File: config.mk
export PLATFORM = sky130hd
export DESIGN_NAME = ifu_mem_fill
export DESIGN_NICKNAME = d
export VERILOG_FILES = /design/src/rtl/ifu_mem_fill.sv
export SDC_FILE = /design/constraint.sdc
export NUM_CORES = 1
export LEC_CHECK = 0
export ABC_AREA = 1
export BUFFER_PORTS_ARGS = -buffer_cell sky130_fd_sc_hd__buf_2
export CORE_MARGIN = 8
export CORE_UTILIZATION = 53
export DETAILED_ROUTE_END_ITERATION = 8
export PLACE_DENSITY_LB_ADDON = 0.08
export SYNTH_ARGS = -nofsm -noshare
export SYNTH_HDL_FRONTEND = slang
export SYNTH_SLANG_ARGS = --single-unit
File: constraint.sdc
create_clock -name Clock -period 26.4 [get_ports Clock]
set_input_delay 5.28 -clock Clock [delete_from_list [all_inputs] [get_ports Clock]]
set_output_delay 5.28 -clock Clock [all_outputs]
set_load 0.01 [all_outputs]
File: src/rtl/ifu_mem_fill.sv
// ifu_mem_fill: miss-fill engine between ifu_cache and the instruction memory port.
// Queues miss tags, issues one read beat per word, assembles the line and returns it
// to the cache as a one-cycle pulse.
// Optional build macro IFU_FILL_DEDUP_EN: drop incoming tags already present in the queue.
module ifu_mem_fill #(
  parameter int unsigned ADDR_WIDTH = 32,
  parameter int unsigned LINE_WIDTH = 128,
  parameter int unsigned WORD_WIDTH = 32,
  parameter int unsigned TAG_WIDTH  = 28,
  parameter int unsigned REQ_DEPTH  = 4
) (
  input  logic                  Clock,
  input  logic                  Rst,
  input  logic [TAG_WIDTH-1:0]  cache_reqTagIn,
  input  logic                  cache_reqTagValidIn,
  output logic                  cache_reqReadyOut,
  output logic [TAG_WIDTH-1:0]  cache_rspTagOut,
  output logic [LINE_WIDTH-1:0] cache_rspInsLineOut,
  output logic                  cache_rspInsLineValidOut,
  output logic [ADDR_WIDTH-1:0] mem_rdAddrOut,
  output logic                  mem_rdReqOut,
  input  logic                  mem_rdReadyIn,
  input  logic [WORD_WIDTH-1:0] mem_rdDataIn,
  input  logic                  mem_rdDataValidIn
);

  localparam int unsigned BEATS = LINE_WIDTH / WORD_WIDTH;
  localparam int unsigned IDXW  = $clog2(BEATS);
  localparam int unsigned CNTW  = IDXW + 1;
  localparam int unsigned BYTEW = $clog2(WORD_WIDTH / 8);
  localparam int unsigned PTRW  = $clog2(REQ_DEPTH);
  localparam int unsigned QCW   = PTRW + 1;

  typedef enum logic [1:0] {S_IDLE, S_ISSUE, S_COLLECT, S_RESP} state_e;

  state_e                state_q, state_d;
  logic [TAG_WIDTH-1:0]  head_tag_q, head_tag_d;
  logic [CNTW-1:0]       issue_cnt_q, issue_cnt_d;
  logic [CNTW-1:0]       data_cnt_q, data_cnt_d;
  logic [LINE_WIDTH-1:0] line_q, line_d;
  logic [TAG_WIDTH-1:0]  rsp_tag_q, rsp_tag_d;
  logic [LINE_WIDTH-1:0] rsp_line_q, rsp_line_d;

  logic [TAG_WIDTH-1:0]  q_mem [REQ_DEPTH];
  logic [PTRW-1:0]       wr_ptr_q, rd_ptr_q, rd_next;
  logic [QCW-1:0]        count_q;

  logic push, pop, dup, accept, capture;

  assign cache_reqReadyOut        = (count_q != QCW'(REQ_DEPTH));
  assign mem_rdReqOut             = (state_q == S_ISSUE);
  assign cache_rspInsLineValidOut = (state_q == S_RESP);
  assign cache_rspTagOut          = rsp_tag_q;
  assign cache_rspInsLineOut      = rsp_line_q;
  assign mem_rdAddrOut            = {head_tag_q, issue_cnt_q[IDXW-1:0], {BYTEW{1'b0}}};

  assign push    = cache_reqTagValidIn && cache_reqReadyOut && !dup;
  assign pop     = (state_q == S_RESP);
  assign accept  = mem_rdReqOut && mem_rdReadyIn;
  assign capture = mem_rdDataValidIn && (state_q == S_ISSUE || state_q == S_COLLECT)
                   && (data_cnt_q < issue_cnt_q);
  assign rd_next = rd_ptr_q + PTRW'(1);

`ifdef IFU_FILL_DEDUP_EN
  logic [PTRW-1:0] occ_off [REQ_DEPTH];

  // Flag an incoming tag that matches any occupied entry, head included.
  always_comb begin
    dup = 1'b0;
    for (int unsigned i = 0; i < REQ_DEPTH; i++) begin
      occ_off[i] = PTRW'(i) - rd_ptr_q;
      if (({1'b0, occ_off[i]} < count_q) && (q_mem[i] == cache_reqTagIn)) dup = 1'b1;
    end
  end
`else
  // Every accepted tag is queued, duplicates included.
  always_comb dup = 1'b0;
`endif

  // Miss queue storage; occupancy is tracked by count_q, so entries need no reset.
  always_ff @(posedge Clock) begin
    if (push) q_mem[wr_ptr_q] <= cache_reqTagIn;
  end

  // Miss queue pointers and occupancy.
  always_ff @(posedge Clock or posedge Rst) begin
    if (Rst) begin
      wr_ptr_q <= '0;
      rd_ptr_q <= '0;
      count_q  <= '0;
    end else begin
      if (push) wr_ptr_q <= wr_ptr_q + PTRW'(1);
      if (pop)  rd_ptr_q <= rd_next;
      if (push && !pop)      count_q <= count_q + QCW'(1);
      else if (pop && !push) count_q <= count_q - QCW'(1);
    end
  end

  // Fill FSM and datapath registers.
  always_ff @(posedge Clock or posedge Rst) begin
    if (Rst) begin
      state_q     <= S_IDLE;
      head_tag_q  <= '0;
      issue_cnt_q <= '0;
      data_cnt_q  <= '0;
      line_q      <= '0;
      rsp_tag_q   <= '0;
      rsp_line_q  <= '0;
    end else begin
      state_q     <= state_d;
      head_tag_q  <= head_tag_d;
      issue_cnt_q <= issue_cnt_d;
      data_cnt_q  <= data_cnt_d;
      line_q      <= line_d;
      rsp_tag_q   <= rsp_tag_d;
      rsp_line_q  <= rsp_line_d;
    end
  end

  // Next-state logic. A tag pushed into an empty queue is taken straight into the head
  // register, and COLLECT looks at the word arriving this cycle, so a fill with
  // single-cycle memory completes in six cycles.
  always_comb begin
    state_d     = state_q;
    head_tag_d  = head_tag_q;
    issue_cnt_d = issue_cnt_q;
    data_cnt_d  = data_cnt_q;
    line_d      = line_q;
    rsp_tag_d   = rsp_tag_q;
    rsp_line_d  = rsp_line_q;

    if (capture) begin
      for (int unsigned k = 0; k < BEATS; k++) begin
        if (data_cnt_q[IDXW-1:0] == IDXW'(k)) line_d[k*WORD_WIDTH +: WORD_WIDTH] = mem_rdDataIn;
      end
      data_cnt_d = data_cnt_q + CNTW'(1);
    end
    if (accept) issue_cnt_d = issue_cnt_q + CNTW'(1);

    unique case (state_q)
      S_IDLE: begin
        if (count_q != '0 || push) begin
          head_tag_d  = (count_q != '0) ? q_mem[rd_ptr_q] : cache_reqTagIn;
          issue_cnt_d = '0;
          data_cnt_d  = '0;
          state_d     = S_ISSUE;
        end
      end
      S_ISSUE: begin
        if (accept && issue_cnt_q == CNTW'(BEATS - 1)) state_d = S_COLLECT;
      end
      S_COLLECT: begin
        if (data_cnt_d == CNTW'(BEATS)) begin
          rsp_tag_d  = head_tag_q;
          rsp_line_d = line_d;
          state_d    = S_RESP;
        end
      end
      S_RESP: begin
        if (count_q > QCW'(1) || push) begin
          head_tag_d  = (count_q > QCW'(1)) ? q_mem[rd_next] : cache_reqTagIn;
          issue_cnt_d = '0;
          data_cnt_d  = '0;
          state_d     = S_ISSUE;
        end else begin
          state_d = S_IDLE;
        end
      end
      default: state_d = S_IDLE;
    endcase
  end

endmodule

==> reports/metrics.csv <==
stage,metric,value,unit
run_status,status,"complete, no violations",
power_and_ir_drop,ir_drop,0.000104,V
yosys,yosysWarnings,0,
sta,relSlewSlack,0.251,
cts,cts_root_buf,clkbuf_16,
sta,hold_violations,0,
final_layout,fin_util,0.611,
critical_path,end_kind,flop,
yosys,ys.flop_type,dfrtp_1,
placed_design,port-buffer-count,253,
die,initial_utilization,0.535,
sta,finClkSkew,18.1,ps
power_and_ir_drop,p_leak,11.3,nW
die,die_area,0.0431,sq mm
cts,cts_buffer_depth,3,
cts,postCtsHoldBufs,0,
power_and_ir_drop,fin_total_pwr,2.72,mW
cts,cts_buffers,46,
sta,finalSetupTns,0,ps
sta,setup_violations,0,
detailed_routing,drt-initial-drc-count,1302,
yosys,seq_area_frac_synth,0.594,
final_layout,fin_nets,2410,
critical_path,start_kind,primary input,
sta,rsz0062_at_grt,false,
yosys,ys_async_sr_fraction,0.745,
yosys,synth_area_leaders,"dfrtp_1 42%, edfxtp_1 17%, nand2_1 15%",
global_route,grt_pass1_wl,88300,um
detailed_routing,wire_per_inst,19.5,um
sta,finalMaxSlewViolations,0,
cts,cts-resized-gates,0,
cts,cts.sinks,439,
global_route,grt_max_degree,115,
yosys,yosys.area.top_type,dfrtp_1,
hold_path,whs_path_depth,2,
yosys,ys_top_cells_by_count,"778 x nand2_1, 327 x dfrtp_1, 289 x o21ai_0",
critical_path,cp.required,26850,ps
global_route,grt_usage,0.253,
sta,layout_min_cycle_time,8040,ps
yosys,syn_area_per_cell,9.01,sq um
hold_path,hold_end,cache_rspInsLineOut[14],
yosys,synth-edff-count,112,
sta,timing.fmax,124,MHz
sta,setup_slack,18360,ps
die,io_pins,256,
global_route,antenna_found_initial,5,
die,placementRows,70,
detailed_routing,viasPerCell,5.70,
critical_path,path_class,in2reg,
critical_path,r2r_slack,22220,ps
die,core,0.0363,sq mm
die,die_h,207,um
sta,tightest_slew,1120,ps
detailed_routing,firstDrtPassIters,7,
global_route,grt_pass1_vias,16000,
cts,post-cts-setup-buffer-count,0,
yosys,syn_inst,2158,
yosys,synth.distinct_cells,32,
critical_path,critPathMaxFanout,96,
yosys,synth-seq-cells,439,
critical_path,arrival,8490,ps
cts,h-tree-depth,2,
sta,fin_crit_sh,0.304,
yosys,yosysMostFrequentCell,nand2_1,
cts,clk_latency,580,ps
placed_design,dp_slack,17780,ps
critical_path,reg2regPathDepth,12,
hold_path,hp-class,reg2reg,
detailed_routing,drtAntennaViolNets,0,
power_and_ir_drop,cellPowerDensity,122,mW/mm^2
yosys,yosysTopAreaCellShare,0.421,
detailed_routing,num_vias,16100,
global_route,grt_overflow_total,0,
die,die_w,207,um
final_layout,final_layout_size_suffix_gt1_frac,0.162,
yosys,syn_area,0.0194,sq mm
placed_design,routabilityCongestion,0.804,
placed_design,place_hpwl,33500,um
final_layout,area_delta_synth_final,14.2,%
run,drv_cap,0,
detailed_routing,routed_wl,55100,um
cts,path_clk_slew,60,ps
cts,cts_tree,done,
critical_path,reg2reg_from,state_q[0],
detailed_routing,drc,0,
critical_path,r2r_end,cache_rspInsLineOut[73],
hold_path,min_from,cache_rspInsLineOut[14],
metal layers:
layer / up-vias / global-route usage / share of wire
met3: 119 / 0.0482 / 0.071
met5: - / 0 / 0.00040
li1: 7565 / - / -
met2: 619 / 0.410 / 0.48
met1: 7825 / 0.333 / 0.42
met4: 4 / 0.0986 / 0.030
per-stage QoR:
stage,cell area [sq um],cells,hold WS [ps]
5_1_grt,22200,2827,479
3_5_place_dp,20700,2744,455
6_report,22200,2828,465
2_1_floorplan,19400,2159,446
3_3_place_gp,20700,2744,451
4_1_cts,22200,2825,469
critical path, stage by stage:
cell and delay [ps]:
buf_2 90, nand2_1 80, nor2_4 140, nand2_4 380, nand2_1 170, nand2_1 100, inv_4 550, nand3_4 690
buf_4 710, nand2_1 190, nand2_1 70
registers in the layout (all words and copies together), names as in the netlist:
name	flops
issue_cnt_q	3
state_q	2
line_q	128
cache_rspTagOut	28
q_mem	112
count_q	3
cache_rspInsLineOut	128
data_cnt_q	3
head_tag_q	28
wr_ptr_q	2
rd_ptr_q	2
how the worst max path moves through the flow:
stage | start | to | depth (start not counted) | slack (ps)
2_1_floorplan | Rst | cache_rspInsLineOut[0] | 1 | 12070
3_3_place_gp | mem_rdDataValidIn | cache_rspInsLineOut[21] | 11 | 17800
3_5_place_dp | mem_rdDataValidIn | cache_rspInsLineOut[71] | 11 | 17780
4_1_cts | mem_rdDataValidIn | cache_rspInsLineOut[73] | 11 | 18370
5_1_grt | mem_rdDataValidIn | cache_rspInsLineOut[44] | 11 | 18060
6_report | mem_rdDataValidIn | cache_rspInsLineOut[73] | 11 | 18360
kinds of logic (layout without fill, tap and decap cells):
family	Yosys count	count (layout)	synth area share
adders and majority gates	21	21	0.0135
DFF	439	439	0.594
buffers and inverters	218	416	0.0551
and+or+nand+nor	1114	1114	0.239
other	1	5	0.000193
xor gates and xnor gates	6	6	0.00270
AOI/OAI and AO/OA	359	359	0.0953
final cells by class:
| class | instances | area (sq um) |
|---|---|---|
| antenna | 3 | 7.51 |
| clock buffer | 70 | 1390 |
| clock inverter | 11 | 98.8 |
| fill | 3084 | 14200 |
| inverter | 52 | 205 |
| multi-input combinational | 1502 | 6870 |
| sequential | 439 | 11500 |
| tap | 468 | 586 |
| timing repair buffer | 283 | 1490 |
placed cells by master (no fill, tap or decap), types with 30 or more instances in the layout:
cell / count
buf_2: 253
buf_4: 30
clkbuf_16: 47
dfrtp_1: 325
edfxtp_1: 112
inv_1: 44
nand2_1: 777
nand4_1: 156
nor2_1: 136
o21ai_0: 289
power breakdown:
group	internal (mW)	leakage, nW	switching [mW]
Sequential	0.913	5.36	0.115
Clock	0.373	0.742	0.263
Combinational	0.304	5.24	0.750
(Power assumes the default switching activity.)
